File: config.mk
export PLATFORM = sky130hd
export DESIGN_NAME = acl2_mode_sequencer_flat
export DESIGN_NICKNAME = d
export VERILOG_FILES = /design/src/rtl/acl2_seq_pkg.sv /design/src/rtl/acl2_seq_if.sv /design/src/rtl/acl2_seq_delay_timer.sv /design/src/rtl/acl2_mode_sequencer.sv /design/src/flat_wrapper.sv
export SDC_FILE = /design/constraint.sdc
export NUM_CORES = 1
export LEC_CHECK = 0
export BUFFER_PORTS_ARGS = -buffer_cell sky130_fd_sc_hd__buf_2
export CAP_MARGIN = 20
export CELL_PAD_IN_SITES_DETAIL_PLACEMENT = 1
export CELL_PAD_IN_SITES_GLOBAL_PLACEMENT = 1
export CORE_MARGIN = 1.5
export CORE_UTILIZATION = 48
export DETAILED_ROUTE_END_ITERATION = 10
export PLACE_DENSITY = 0.81
export SYNTH_ARGS = -nofsm -noshare
export SYNTH_HDL_FRONTEND = slang
export SYNTH_SLANG_ARGS = --single-unit
File: constraint.sdc
create_clock -name i_clk_20mhz -period 7.2 [get_ports i_clk_20mhz]
set_clock_uncertainty 0.15 [all_clocks]
set_input_delay 0.36 -clock i_clk_20mhz [delete_from_list [all_inputs] [get_ports i_clk_20mhz]]
set_output_delay 0.36 -clock i_clk_20mhz [all_outputs]
set_load 0.02 [all_outputs]
File: src/rtl/acl2_seq_pkg.sv
// ============================================================================
// Module  : acl2_seq_pkg
// Brief   : State, command and delay-length definitions shared by the ACL2
//           mode sequencer and its timers.
// Revision: 1.0 - initial release
// ============================================================================
`default_nettype none

package acl2_seq_pkg;

    localparam int TIMER_W = 32;

    typedef enum logic [3:0] {
        ST_PWR_WAIT    = 4'd0,
        ST_RST_ISSUE   = 4'd1,
        ST_RST_ACK     = 4'd2,
        ST_RST_DONE    = 4'd3,
        ST_SETTLE      = 4'd4,
        ST_INIT_ISSUE  = 4'd5,
        ST_INIT_ACK    = 4'd6,
        ST_INIT_DONE   = 4'd7,
        ST_START_ISSUE = 4'd8,
        ST_START_ACK   = 4'd9,
        ST_START_DONE  = 4'd10,
        ST_RUNNING     = 4'd11
    } seq_state_t;

    // One bit per driver command; bit order matches the output port mapping.
    typedef logic [4:0] cmd_onehot_t;

    localparam cmd_onehot_t CMD_NONE         = 5'b00000;
    localparam cmd_onehot_t CMD_SOFT_RESET   = 5'b00001;
    localparam cmd_onehot_t CMD_INIT_LINKED  = 5'b00010;
    localparam cmd_onehot_t CMD_START_LINKED = 5'b00100;
    localparam cmd_onehot_t CMD_INIT_MEASUR  = 5'b01000;
    localparam cmd_onehot_t CMD_START_MEASUR = 5'b10000;

    function automatic logic [TIMER_W-1:0] settle_cycles(input int fast, input int fclk, input int ms);
        if (fast != 0)
            return TIMER_W'(100);
        return TIMER_W'(fclk / 1000 * ms);
    endfunction

    function automatic logic [TIMER_W-1:0] wdog_cycles(input int fast, input int fclk, input int ms);
        if (fast != 0)
            return TIMER_W'(1000);
        return TIMER_W'(fclk / 1000 * ms);
    endfunction

endpackage

`default_nettype wire

File: src/rtl/acl2_seq_if.sv
// ============================================================================
// Module  : acl2_seq_if
// Brief   : Operator controls, driver handshake and status bundle of the ACL2
//           mode sequencer; master = sequencer side, slave = board/driver side.
// Revision: 1.0 - initial release
// ============================================================================
`default_nettype none

interface acl2_seq_if;

    logic       i_sel_linked;
    logic       i_req_restart;
    logic       i_command_ready;
    logic       i_data_valid;
    logic       o_cmd_soft_reset_acl2;
    logic       o_cmd_init_linked_mode;
    logic       o_cmd_start_linked_mode;
    logic       o_cmd_init_measur_mode;
    logic       o_cmd_start_measur_mode;
    logic       o_running;
    logic       o_mode_linked;
    logic [3:0] o_seq_state;
    logic       o_wdog_fault;

    modport master (
        input  i_sel_linked, i_req_restart, i_command_ready, i_data_valid,
        output o_cmd_soft_reset_acl2, o_cmd_init_linked_mode, o_cmd_start_linked_mode,
               o_cmd_init_measur_mode, o_cmd_start_measur_mode,
               o_running, o_mode_linked, o_seq_state, o_wdog_fault
    );

    modport slave (
        output i_sel_linked, i_req_restart, i_command_ready, i_data_valid,
        input  o_cmd_soft_reset_acl2, o_cmd_init_linked_mode, o_cmd_start_linked_mode,
               o_cmd_init_measur_mode, o_cmd_start_measur_mode,
               o_running, o_mode_linked, o_seq_state, o_wdog_fault
    );

endinterface

`default_nettype wire

File: src/rtl/acl2_seq_delay_timer.sv
// ============================================================================
// Module  : acl2_seq_delay_timer
// Brief   : Loadable down-counter that saturates at zero; done while zero.
// Revision: 1.0 - initial release
// ============================================================================
`default_nettype none

module acl2_seq_delay_timer #(
    parameter int               WIDTH       = 32,
    parameter logic [WIDTH-1:0] RESET_VALUE = '0
) (
    input  wire logic             clk,
    input  wire logic             rst,
    input  wire logic             load,
    input  wire logic [WIDTH-1:0] load_value,
    output logic                  done
);

    logic [WIDTH-1:0] r_count;

    always_ff @(posedge clk) begin
        if (rst)
            r_count <= RESET_VALUE;
        else if (load)
            r_count <= load_value;
        else if (r_count != '0)
            r_count <= r_count - WIDTH'(1);
    end

    assign done = (r_count == '0);

endmodule

`default_nettype wire

File: src/rtl/acl2_mode_sequencer.sv
// ============================================================================
// Module  : acl2_mode_sequencer
// Brief   : Drives the ACL2 driver through settle, soft reset, init and start
//           in linked or measurement mode; re-runs on restart or mode change.
//           Optional running-data watchdog: define ACL2_SEQ_WATCHDOG_EN.
// Revision: 1.0 - initial release
// ============================================================================
`default_nettype none

module acl2_mode_sequencer
    import acl2_seq_pkg::*;
#(
    parameter int parm_fast_simulation = 0,
    parameter int FCLK                 = 20000000,
    parameter int parm_settle_ms       = 10,
    parameter int parm_ack_cycles      = 16,
    parameter int parm_wdog_ms         = 2000
) (
    input  wire logic  i_clk_20mhz,
    input  wire logic  i_rst_20mhz,
    acl2_seq_if.master bus
);

    localparam logic [TIMER_W-1:0] c_settle = settle_cycles(parm_fast_simulation, FCLK, parm_settle_ms);
    // The pulse cycle itself is the first acknowledge-window cycle.
    localparam logic [TIMER_W-1:0] c_ack    = TIMER_W'(parm_ack_cycles - 1);

    seq_state_t         r_state;
    seq_state_t         w_next;
    cmd_onehot_t        r_cmd;
    cmd_onehot_t        w_cmd_next;
    logic               r_running;
    logic               r_mode_linked;
    logic               r_restart_pending;
    logic               w_restart;
    logic               w_latch_mode;
    logic               w_tmr_load;
    logic [TIMER_W-1:0] w_tmr_value;
    logic               w_tmr_done;
    logic               w_wdog_expire;
    logic               w_ready;

    assign w_ready   = bus.i_command_ready;
    assign w_restart = r_restart_pending | bus.i_req_restart;

    acl2_seq_delay_timer #(
        .WIDTH       (TIMER_W),
        .RESET_VALUE (c_settle)
    ) u_seq_timer (
        .clk        (i_clk_20mhz),
        .rst        (i_rst_20mhz),
        .load       (w_tmr_load),
        .load_value (w_tmr_value),
        .done       (w_tmr_done)
    );

    always_ff @(posedge i_clk_20mhz) begin
        if (i_rst_20mhz)
            r_state <= ST_PWR_WAIT;
        else
            r_state <= w_next;
    end

    always_comb begin
        w_next       = r_state;
        w_cmd_next   = CMD_NONE;
        w_tmr_load   = 1'b0;
        w_tmr_value  = c_settle;
        w_latch_mode = 1'b0;
        case (r_state)
            ST_PWR_WAIT: begin
                if (w_restart || w_tmr_done)
                    w_next = ST_RST_ISSUE;
            end
            ST_RST_ISSUE: begin
                if (w_ready) begin
                    w_cmd_next  = CMD_SOFT_RESET;
                    w_next      = ST_RST_ACK;
                    w_tmr_load  = 1'b1;
                    w_tmr_value = c_ack;
                end
            end
            ST_RST_ACK: begin
                if (!w_ready)
                    w_next = ST_RST_DONE;
                else if (w_tmr_done)
                    w_next = ST_RST_ISSUE;
            end
            ST_RST_DONE: begin
                if (w_ready) begin
                    if (w_restart) begin
                        w_next = ST_RST_ISSUE;
                    end else begin
                        w_next      = ST_SETTLE;
                        w_tmr_load  = 1'b1;
                        w_tmr_value = c_settle;
                    end
                end
            end
            ST_SETTLE: begin
                if (w_restart) begin
                    w_next = ST_RST_ISSUE;
                end else if (w_tmr_done) begin
                    w_next       = ST_INIT_ISSUE;
                    w_latch_mode = 1'b1;
                end
            end
            ST_INIT_ISSUE: begin
                if (w_restart) begin
                    w_next = ST_RST_ISSUE;
                end else if (w_ready) begin
                    w_cmd_next  = r_mode_linked ? CMD_INIT_LINKED : CMD_INIT_MEASUR;
                    w_next      = ST_INIT_ACK;
                    w_tmr_load  = 1'b1;
                    w_tmr_value = c_ack;
                end
            end
            ST_INIT_ACK: begin
                if (!w_ready)
                    w_next = ST_INIT_DONE;
                else if (w_tmr_done)
                    w_next = ST_INIT_ISSUE;
            end
            ST_INIT_DONE: begin
                if (w_ready)
                    w_next = w_restart ? ST_RST_ISSUE : ST_START_ISSUE;
            end
            ST_START_ISSUE: begin
                if (w_restart) begin
                    w_next = ST_RST_ISSUE;
                end else if (w_ready) begin
                    w_cmd_next  = r_mode_linked ? CMD_START_LINKED : CMD_START_MEASUR;
                    w_next      = ST_START_ACK;
                    w_tmr_load  = 1'b1;
                    w_tmr_value = c_ack;
                end
            end
            ST_START_ACK: begin
                if (!w_ready)
                    w_next = ST_START_DONE;
                else if (w_tmr_done)
                    w_next = ST_START_ISSUE;
            end
            ST_START_DONE: begin
                if (w_ready)
                    w_next = w_restart ? ST_RST_ISSUE : ST_RUNNING;
            end
            ST_RUNNING: begin
                if (bus.i_req_restart || (bus.i_sel_linked != r_mode_linked) || w_wdog_expire)
                    w_next = ST_RST_ISSUE;
            end
            default: w_next = ST_PWR_WAIT;
        endcase
    end

    always_ff @(posedge i_clk_20mhz) begin
        if (i_rst_20mhz) begin
            r_cmd             <= CMD_NONE;
            r_running         <= 1'b0;
            r_mode_linked     <= 1'b0;
            r_restart_pending <= 1'b0;
        end else begin
            r_cmd     <= w_cmd_next;
            r_running <= (w_next == ST_RUNNING);
            if (w_latch_mode)
                r_mode_linked <= bus.i_sel_linked;
            // Reaching the soft-reset issue point satisfies any outstanding restart.
            if (r_state == ST_RST_ISSUE)
                r_restart_pending <= 1'b0;
            else if (bus.i_req_restart && (r_state != ST_RUNNING))
                r_restart_pending <= 1'b1;
        end
    end

`ifdef ACL2_SEQ_WATCHDOG_EN
    localparam logic [TIMER_W-1:0] c_wdog = wdog_cycles(parm_fast_simulation, FCLK, parm_wdog_ms);

    logic w_wdog_done;
    logic w_wdog_load;
    logic r_wdog_fault;

    assign w_wdog_load = (r_state != ST_RUNNING) || bus.i_data_valid;

    acl2_seq_delay_timer #(
        .WIDTH       (TIMER_W),
        .RESET_VALUE (c_wdog)
    ) u_wdog_timer (
        .clk        (i_clk_20mhz),
        .rst        (i_rst_20mhz),
        .load       (w_wdog_load),
        .load_value (c_wdog),
        .done       (w_wdog_done)
    );

    assign w_wdog_expire = (r_state == ST_RUNNING) && w_wdog_done && !bus.i_data_valid;

    always_ff @(posedge i_clk_20mhz) begin
        if (i_rst_20mhz)
            r_wdog_fault <= 1'b0;
        else if (bus.i_req_restart)
            r_wdog_fault <= 1'b0;
        else if (w_wdog_expire)
            r_wdog_fault <= 1'b1;
    end

    assign bus.o_wdog_fault = r_wdog_fault;
`else
    logic w_unused_data_valid;

    assign w_unused_data_valid = bus.i_data_valid;
    assign w_wdog_expire       = 1'b0;
    assign bus.o_wdog_fault    = 1'b0;
`endif

    assign bus.o_cmd_soft_reset_acl2   = r_cmd[0];
    assign bus.o_cmd_init_linked_mode  = r_cmd[1];
    assign bus.o_cmd_start_linked_mode = r_cmd[2];
    assign bus.o_cmd_init_measur_mode  = r_cmd[3];
    assign bus.o_cmd_start_measur_mode = r_cmd[4];
    assign bus.o_running               = r_running;
    assign bus.o_mode_linked           = r_mode_linked;
    assign bus.o_seq_state             = r_state;

endmodule

`default_nettype wire
File: src/flat_wrapper.sv
// flat-port wrapper written by rule: the top's interface ports become plain ports
module acl2_mode_sequencer_flat import acl2_seq_pkg::*;
#(
    parameter int parm_fast_simulation = 0,
    parameter int FCLK                 = 20000000,
    parameter int parm_settle_ms       = 10,
    parameter int parm_ack_cycles      = 16,
    parameter int parm_wdog_ms         = 2000
)
  (i_clk_20mhz, i_rst_20mhz, bus_i_sel_linked, bus_i_req_restart, bus_i_command_ready, bus_i_data_valid, bus_o_cmd_soft_reset_acl2, bus_o_cmd_init_linked_mode, bus_o_cmd_start_linked_mode, bus_o_cmd_init_measur_mode, bus_o_cmd_start_measur_mode, bus_o_running, bus_o_mode_linked, bus_o_seq_state, bus_o_wdog_fault);
  acl2_seq_if bus_i ();
  input  wire logic i_clk_20mhz;
  input  wire logic i_rst_20mhz;
  input wire logic [$bits(bus_i.i_sel_linked)-1:0] bus_i_sel_linked;
  input wire logic [$bits(bus_i.i_req_restart)-1:0] bus_i_req_restart;
  input wire logic [$bits(bus_i.i_command_ready)-1:0] bus_i_command_ready;
  input wire logic [$bits(bus_i.i_data_valid)-1:0] bus_i_data_valid;
  output wire logic [$bits(bus_i.o_cmd_soft_reset_acl2)-1:0] bus_o_cmd_soft_reset_acl2;
  output wire logic [$bits(bus_i.o_cmd_init_linked_mode)-1:0] bus_o_cmd_init_linked_mode;
  output wire logic [$bits(bus_i.o_cmd_start_linked_mode)-1:0] bus_o_cmd_start_linked_mode;
  output wire logic [$bits(bus_i.o_cmd_init_measur_mode)-1:0] bus_o_cmd_init_measur_mode;
  output wire logic [$bits(bus_i.o_cmd_start_measur_mode)-1:0] bus_o_cmd_start_measur_mode;
  output wire logic [$bits(bus_i.o_running)-1:0] bus_o_running;
  output wire logic [$bits(bus_i.o_mode_linked)-1:0] bus_o_mode_linked;
  output wire logic [$bits(bus_i.o_seq_state)-1:0] bus_o_seq_state;
  output wire logic [$bits(bus_i.o_wdog_fault)-1:0] bus_o_wdog_fault;
  assign bus_i.i_sel_linked = bus_i_sel_linked;
  assign bus_i.i_req_restart = bus_i_req_restart;
  assign bus_i.i_command_ready = bus_i_command_ready;
  assign bus_i.i_data_valid = bus_i_data_valid;
  assign bus_o_cmd_soft_reset_acl2 = bus_i.o_cmd_soft_reset_acl2;
  assign bus_o_cmd_init_linked_mode = bus_i.o_cmd_init_linked_mode;
  assign bus_o_cmd_start_linked_mode = bus_i.o_cmd_start_linked_mode;
  assign bus_o_cmd_init_measur_mode = bus_i.o_cmd_init_measur_mode;
  assign bus_o_cmd_start_measur_mode = bus_i.o_cmd_start_measur_mode;
  assign bus_o_running = bus_i.o_running;
  assign bus_o_mode_linked = bus_i.o_mode_linked;
  assign bus_o_seq_state = bus_i.o_seq_state;
  assign bus_o_wdog_fault = bus_i.o_wdog_fault;
  acl2_mode_sequencer #(.parm_fast_simulation(parm_fast_simulation), .FCLK(FCLK), .parm_settle_ms(parm_settle_ms), .parm_ack_cycles(parm_ack_cycles), .parm_wdog_ms(parm_wdog_ms)) u_core (.i_clk_20mhz(i_clk_20mhz), .i_rst_20mhz(i_rst_20mhz), .bus(bus_i));
endmodule
# --- Word level (Yosys, flattened, before mapping) ---
# Index checks and enable logic that the tools add are counted.
# W data, S select, Z words.
word_totals:
  reg_bits: 44
  inputBits: 6
  out_inout_bits: 12
  wordCells: 73
op_classes:
  n_addsub: 1
  eq_ne: 14
  muxes: 42
  bitwise: 1
  reduce_logical: 9
ops:
  columns: ["operator", "count"]
  rows:
  - ["$mux W32", 3]
  - ["$mux W4", 20]
  - ["$pmux W32 S2", 1]
  - ["$pmux W4 S12", 1]
  - ["$logic_not A32 Y1", 1]
  - ["$reduce_bool A32 Y1", 1]
  - ["$sub A32 B1 Y32 const B", 1]
  - ["$mux W5", 5]
  - ["$eq A4 B4 Y1 const B", 5]
  - ["$mux W18", 1]
  - ["$eq A4 B3 Y1 const B", 4]
  - ["$pmux W5 S3", 1]
  - ["$eq A4 B2 Y1 const B", 2]
  - ["$mux W1", 8]
  - ["$eq A4 B1 Y1 const B", 1]
  - ["$logic_not A4 Y1", 1]
  - ["$ne A4 B4 Y1 const B", 1]
  - ["$reduce_or A2 Y1", 2]
  - ["$mux W3", 1]
  - ["$pmux W1 S3", 1]
  - ["$logic_or A1 B1 Y1", 2]
  - ["$reduce_bool A2 Y1", 1]
  - ["$logic_and A1 B1 Y1", 1]
  - ["$ne A1 B1 Y1", 1]
  - ["$or A1 B1 Y1", 1]

# --- Logic depth before layout (Yosys ltp) ---
# Gate-level depths: netlist (run 1).
depth:
  word_depth: 5
  mapped_depth: 10
  mapped_depth_nobuf: 7

# --- Modules after synthesis ---
# A second synthesis (run 1) with hierarchy kept.
hier_totals:
  hier_cells: 301
  area_unflattened_um2: 2512.4
by_module_without_submodules:
  columns: ["mod", "n_inst", "cells_each", "area_per_inst_um2", "seq_area_each_um2"]
  rows:
  - ["acl2_seq_delay_timer", 1, 206, 1747.9, 640.6]
  - ["acl2_mode_sequencer", 1, 95, 764.5, 240.2]

# --- Least setup slack after synthesis (run 1) ---
# No wires, ideal clock.
synth_timing:
  path_kind: "reg2reg"
  start: "reg u_core.u_seq_timer.r_count[0]"
  end: "reg u_core.u_seq_timer.r_count[30]"
  setup_time_ns: 0.071
  t_arrival_ns: 2.352
  required_time_ns: 6.979
  slack_ns: 4.628
  stages_incl_launch_ff: 9
  path_buffers: 1
  period_less_slack_ns: 2.572
  cell_sequence: "dfxtp_1 -> inv_1 -> ha_1 -> nor3b_1 -> nand3_1 -> or4_1 -> clkbuf_2 -> or4_1 -> a21oi_1"
synth_between:
  elab_chain_cells: 3
  word_cells_on_any_way: 5
  classes_between: "add/sub (1); mux (2); reduce/logical (2)"
synth_lines:
  columns: ["element", "line_no", "source"]
  rows:
  - ["start: declaration", "acl2_seq_delay_timer.sv:19", "logic [WIDTH-1:0] r_count;"]
  - ["start signal: assignment", "acl2_seq_delay_timer.sv:25", "r_count <= load_value;"]
  - ["start signal: assignment", "acl2_seq_delay_timer.sv:27", "r_count <= r_count - WIDTH'(1);"]
  - ["$sub A32 B1 Y32", "acl2_seq_delay_timer.sv:27", null]
  - ["$mux W32", "acl2_seq_delay_timer.sv:26", "else if (r_count != '0)"]
  - ["$mux W32", "acl2_seq_delay_timer.sv:24", "else if (load)"]
# Several ways; a longest one is shown, not always the timed one. The select of a mux whose other input is x is not followed.
# A chain may end at the register's enable or synchronous reset.

# --- Final worst setup path (run 1) ---
layout_timing:
  start: "reg u_core.u_seq_timer.r_count[1]"
  end: "reg u_core.u_seq_timer.r_count[16]"
# The elaborated chain is that of the path after synthesis.

==> impl_metrics.csv, run 1 <==
group,metric,value,unit
status,status,"complete, no violations",
placement,port_buffers,15,
logic_synthesis,synth_mux_area_frac,0.00414,
placement,place_area,0.00247,mm2
critical_path,rrSetupSlack,3.91,ns
logic_synthesis,postSynth.asyncResetShare,0,
sta,holdWs,0.187,ns
route,drtAntennaViolNets,0,
clocking,cts_buffers,5,
route,drc,0,
clocking,worstSkewPairLatency,0.29,ns
finish,area_growth,5.95,%
route,wl_per_cell,16.6,um
sta,slew_headroom,0.294,
critical_path,start_kind,"flop",
grt,grt_pass1_vias,2064,
clocking,clockBufferDepth,2,
critical_path,path_class,"flop to flop",
critical_path,cp.required,7.24,ns
floorplanning,coreArea,0.00479,mm2
grt,grt_pass1_wl,10.1,mm
critical_path,crit_arrival,3.34,ns
sta,rsz0062_at_grt,"no",
logic_synthesis,yosys-top-cells-area,"dfxtp_1 36%, a21oi_1 5.8%, o31ai_1 4.0%",
floorplanning,dieArea,0.00547,mm2
clocking,clk_transition_reported_paths,0.08,ns
sta,hold_viol_final,0,
critical_path,reg2reg_from,"u_core.u_seq_timer.r_count[1]",
logic_synthesis,synth_flop_cell,"dfxtp_1",
sta,fmaxAchievable,304,MHz
floorplanning,ios,18,
pwr,fin_total_pwr,535,uW
sta,tns,0,ns
logic_synthesis,synth_edf_count,0,
floorplanning,start_util,0.505,
hold_path,hold_path.class,"input port to flop",
grt,grt_max_degree,32,
floorplanning,die_w,74.0,um
logic_synthesis,ys_seq_area_frac,0.364,
route,vias,2187,
grt,grt_antenna_before_repair,0,
clocking,clk_root_buffer_cell,"clkbuf_8",
clocking,cts_tree,"done",
finish,nets,296,
placement,place.gp.congestion,0.761,
logic_synthesis,synth_xor_xnor_area_share,0.0398,
logic_synthesis,synth.largest_area_cell,"dfxtp_1",
sta,min_period_over_period,0.458,
logic_synthesis,netlist_instances,290,
grt,overflow,0,
critical_path,startpoint,"u_core.u_seq_timer.r_count[1]",
critical_path,critPathCaptureType,"flop",
sta,period_minus_slack,3.29,ns
grt,grt.total_usage,0.236,
finish,seq_area,881,um2
floorplanning,die_h,74.0,um
route,drt_wl_total,5.91,mm
clocking,postCtsSetupBuffers,0,
logic_synthesis,synthAdderAreaFrac,0.00517,
clocking,cts_resized,0,
clocking,hold_buffers,0,
logic_synthesis,yosys_warnings,0,
sta,slew_viol_final,0,
route,drt-pass1-iter-count,4,
logic_synthesis,synth_top_family_by_area,"simple AND/OR/NAND/NOR gates",
logic_synthesis,yosysTopAreaCellShare,0.364,
critical_path,reg2regPathDepth,7,
sta,setup_viol,0,
pwr,peakVddDrop,110,uV
logic_synthesis,synthSimpleGateAreaFrac,0.327,
clocking,htreeDepth,2,
logic_synthesis,syn-num-nets,297,
finish,multi_input_area,0.00142,mm2
logic_synthesis,netlist_area,0.00242,mm2
critical_path,crit_fanout,31,
route,post_drt_via_cell_ratio,6.13,
critical_path,reg2reg_to,"u_core.u_seq_timer.r_count[16]",
pwr,p_leak,0.914,nW
job,cap_violations,0,
finish,antenna_cells,0,
clocking,cts.sinks,44,
route,drt_iter0_drc,109,
logic_synthesis,synth_seq_cells,44,
placement,dpl.hpwl,4.09,mm
finish,utilization,0.535,
sta,worst_pin_slew,1.06,ns
finish,fillCellCount,602,
critical_path,crit_end,"u_core.u_seq_timer.r_count[16]",
pwr,p_per_area,209,mW/mm2
floorplanning,row_count,25,
logic_synthesis,ys_types,55,
logic_synthesis,avgSynthCellArea,8.34,um2
finish,stdcell_area,0.00256,mm2
logic_synthesis,synth_compound_area_frac,0.207,
finish,drive_gt1_frac,0.148,
[metrics by stage]
step | setup slack (ns) | cells
after floorplan | 4.63 | 290
after global placement | 3.94 | 349
after detailed placement | 3.90 | 349
after CTS | 3.89 | 357
after global routing | 3.63 | 357
final | 3.91 | 357
[placed cells by master, fill, tap and decap left out, types with 5 or more instances in the layout]
cell type / n
or4b_2: 6
nor2_1: 19
or3_1: 10
xor2_1: 7
a21o_1: 5
nand2b_1: 6
nor4_1: 6
a21oi_1: 28
o21ai_0: 10
nor3_1: 8
nand4_1: 5
nor2b_1: 7
nand2_1: 15
o41ai_1: 6
o31ai_1: 13
nand3_1: 10
dfxtp_1: 44
or4_1: 10
buf_2: 15
clkbuf_8: 6
[per-layer routing]
layer  GRT usage  vias to the layer above  wire length [um]
li1            -                     1086                 -
met1       0.342                     1077              2950
met2       0.376                       20              2790
met3      0.0339                        4               122
met4      0.0494                        0                48
met5           0                        -                 0
[layout make-up]
cell class | count | area share
multi-input combinational | 219 | 0.552
sequential | 44 | 0.344
tap | 67 | 0.0327
clock buffer | 6 | 0.0322
timing repair buffer | 15 | 0.0293
inverter | 4 | 0.00586
clock inverter | 2 | 0.00391
[worst min path at each step]
| stage | to | start | cells past startpoint |
|---|---|---|---|
| final | u_core.bus.o_mode_linked | bus_i_sel_linked | 3 |
| after global routing | u_core.bus.o_mode_linked | bus_i_sel_linked | 3 |
| after CTS | u_core.bus.o_mode_linked | bus_i_sel_linked | 3 |
| after detailed placement | u_core.u_seq_timer.r_count[30] | u_core.u_seq_timer.r_count[30] | 2 |
| after global placement | u_core.u_seq_timer.r_count[30] | u_core.u_seq_timer.r_count[30] | 2 |
| after floorplan | u_core.u_seq_timer.r_count[30] | u_core.u_seq_timer.r_count[30] | 2 |
[critical path: stages, from the launching register on]
cell	delay [ns]
dfxtp_1	0.33
inv_1	0.10
ha_1	0.21
nor3b_1	0.64
and3_1	0.41
and3_1	0.90
nand2_1	0.18
a31o_2	0.28
[flip-flops by register name (all words and copies together) (netlist names)]
signal                      count
u_core.bus.o_mode_linked        1
u_core.bus.o_seq_state          4
u_core.bus.o_running            1
u_core.r_restart_pending        1
u_core.r_cmd                    5
u_core.u_seq_timer.r_count     32
[Yosys cell counts (all sizes together) (5+ instances only)]
cell and instances:
a21o 5, a21oi 28, buf 6, clkbuf 17, dfxtp 44, nand2 15
nand2b 7, nand3 10, nand4 5, nor2 19, nor2b 7, nor3 9
nor4 7, o21ai 11, o31ai 13, o41ai 6, or3 11, or4 13
or4b 6, xor2 7
[power breakdown]
group	switching (mW)	internal, mW	leakage, nW
Combinational	0.0549	0.0404	0.505
Sequential	0.0231	0.259	0.358
Clock	0.0820	0.0766	0.0510
[logic make-up (layout without fill, tap and decap cells)]
group | Yosys count | after routing
and+or+nand+nor | 128 | 128
AOI/OAI and AO/OA | 77 | 77
DFF | 44 | 44
buffers and inverters | 27 | 27
xor gates and xnor gates | 11 | 11
adders and majority gates | 1 | 1
other | 1 | 1
muxes | 1 | 1
Note: power is estimated with default switching activity, not from simulation.
==> inputs of run 2 (changes only) <==
Settings changed: CORE_UTILIZATION 48 to 45, PLACE_DENSITY 0.81 to 0.77.
Clock period 7.2 ns to 3.4 ns, I/O delays scaled along.
==> impl_metrics.csv, run 2 (synthesis results as in run 1) <==
group,metric,value,unit
status,status,"complete, no violations",
placement,dpl.hpwl,3.91,mm
pwr,p_comb_frac,0.189,
critical_path,crit_fanout,7,
pwr,swShare,0.303,
clocking,clockBufferDepth,2,
sta,holdWs,0.0891,ns
floorplanning,start_util,0.471,
grt,grt_max_degree,23,
critical_path,critPathCaptureType,"flop",
finish,largest_register_ffs,32,
finish,largest_register,"u_core.u_seq_timer.r_count",
placement,place_area,0.00253,mm2
clocking,hold_buffers,1,
finish,nets,304,
floorplanning,ios,18,
route,drt-pass1-iter-count,4,
sta,tns,0,ns
route,post_drt_via_cell_ratio,6.00,
sta,min_period_over_period,0.803,
hold_path,hold_path.class,"input port to flop",
pwr,fin_total_pwr,1.12,mW
grt,grt.total_usage,0.207,
clocking,postCtsSetupBuffers,0,
placement,place.gp.congestion,0.757,
critical_path,crit_arrival,2.80,ns
pwr,p_int,783,uW
floorplanning,dieArea,0.00582,mm2
route,drt_wl_total,5.88,mm
critical_path,reg2regPathDepth,8,
grt,overflow,0,
grt,grt_antenna_before_repair,0,
clocking,cts_resized,0,
route,drt_iter0_drc,67,
critical_path,start_kind,"flop",
clocking,cts_buffers,5,
finish,drive_gt1_frac,0.162,
floorplanning,row_count,26,
clocking,cts.sinks,44,
clocking,clk_transition_reported_paths,0.08,ns
pwr,p_leak,0.944,nW
finish,stdcell_area,0.00261,mm2
grt,grt_pass1_wl,9.94,mm
critical_path,cp.required,3.47,ns
critical_path,path_class,"flop to flop",
floorplanning,die_w,76.3,um
placement,port_buffers,15,
route,wl_per_cell,16.0,um
sta,setup_viol,0,
sta,hold_viol_final,0,
sta,fmaxAchievable,366,MHz
sta,period_minus_slack,2.73,ns
grt,grt_pass1_vias,2078,
job,cap_violations,0,
floorplanning,coreArea,0.00514,mm2
clocking,clk_root_buffer_cell,"clkbuf_8",
floorplanning,die_h,76.3,um
route,drc,0,
route,drtAntennaViolNets,0,
hold_path,holdPathStages,3,
finish,mostFrequentLayoutCells,"44 x dfxtp_1, 28 x a21oi_1, 19 x nor2_1",
pwr,peakVddDrop,171,uV
finish,antenna_cells,0,
pwr,pwr-share-clk,0.281,
sta,worst_pin_slew,0.680,ns
pwr,p_sw,340,uW
clocking,htreeDepth,2,
finish,area_growth,8.07,%
sta,rsz0062_at_grt,"no",
sta,slew_viol_final,0,
pwr,p_per_area,430,mW/mm2
pwr,pwr-share-seq,0.530,
route,vias,2201,
clocking,worstSkewPairLatency,0.29,ns
clocking,cts_tree,"done",
sta,slew_headroom,0.546,
finish,layout_commonest_cell,"dfxtp_1",
-- run 2: cell types whose count changed in the layout (fill, tap and decap cells not counted) --
cell           change
clkinv_2           -1
dlygate4sd3_1      +1
clkbuf_1           +1
clkbuf_8           -1
buf_4              +7
-- run 2: layout make-up --
type	instances	area (um2)
sequential	44	881
multi-input combinational	219	1420
timing repair buffer	23	138
tap	70	87.6
clock buffer	6	72.6
fill	655	2530
inverter	4	15.0
clock inverter	1	5.00
-- run 2: power by group through the flow --
| stage | combinational [mW] | clock, mW | sequential, mW |
|---|---|---|---|
| final | 0.212 | 0.316 | 0.595 |
| after global routing | 0.242 | 0.341 | 0.603 |
| after CTS | 0.214 | 0.324 | 0.595 |
| after detailed placement | 0.211 | 0 | 0.607 |
| after global placement | 0.206 | 0 | 0.605 |
| after floorplan | 0.164 | 0 | 0.594 |
-- run 2: metal layers --
layer / vias to the layer above / GRT usage / routed length [um]
li1: 1102 / - / -
met1: 1077 / 0.303 / 3090
met2: 17 / 0.322 / 2650
met3: 5 / 0.0287 / 91
met4: 0 / 0.0444 / 44
met5: - / 0 / 0
-- run 2: critical path, stage by stage (launching register included) --
cell,delay (ns)
dfxtp_1,0.35
inv_1,0.09
ha_1,0.20
nor3b_1,0.22
buf_4,0.18
nand3_1,0.15
or4_1,0.72
or4_1,0.45
a21oi_1,0.15
-- run 2: stage by stage --
| stage | util | instances | setup WS [ns] |
|---|---|---|---|
| floorplan | - | 290 | 0.828 |
| global placement | 0.491 | 359 | 0.797 |
| detailed placement | 0.491 | 359 | 0.683 |
| CTS | 0.509 | 367 | 0.653 |
| global route | 0.509 | 367 | 0.473 |
| finish | 0.509 | 367 | 0.670 |
-- run 2: final timing paths --
check / from / end / slack (ns)
max: u_core.u_seq_timer.r_count[0] / u_core.u_seq_timer.r_count[30] / 0.67
min: bus_i_req_restart / u_core.r_restart_pending / 0.09
max reg2reg: u_core.u_seq_timer.r_count[0] / u_core.u_seq_timer.r_count[30] / 0.67
min reg2reg: u_core.u_seq_timer.r_count[25] / u_core.u_seq_timer.r_count[25] / 0.34
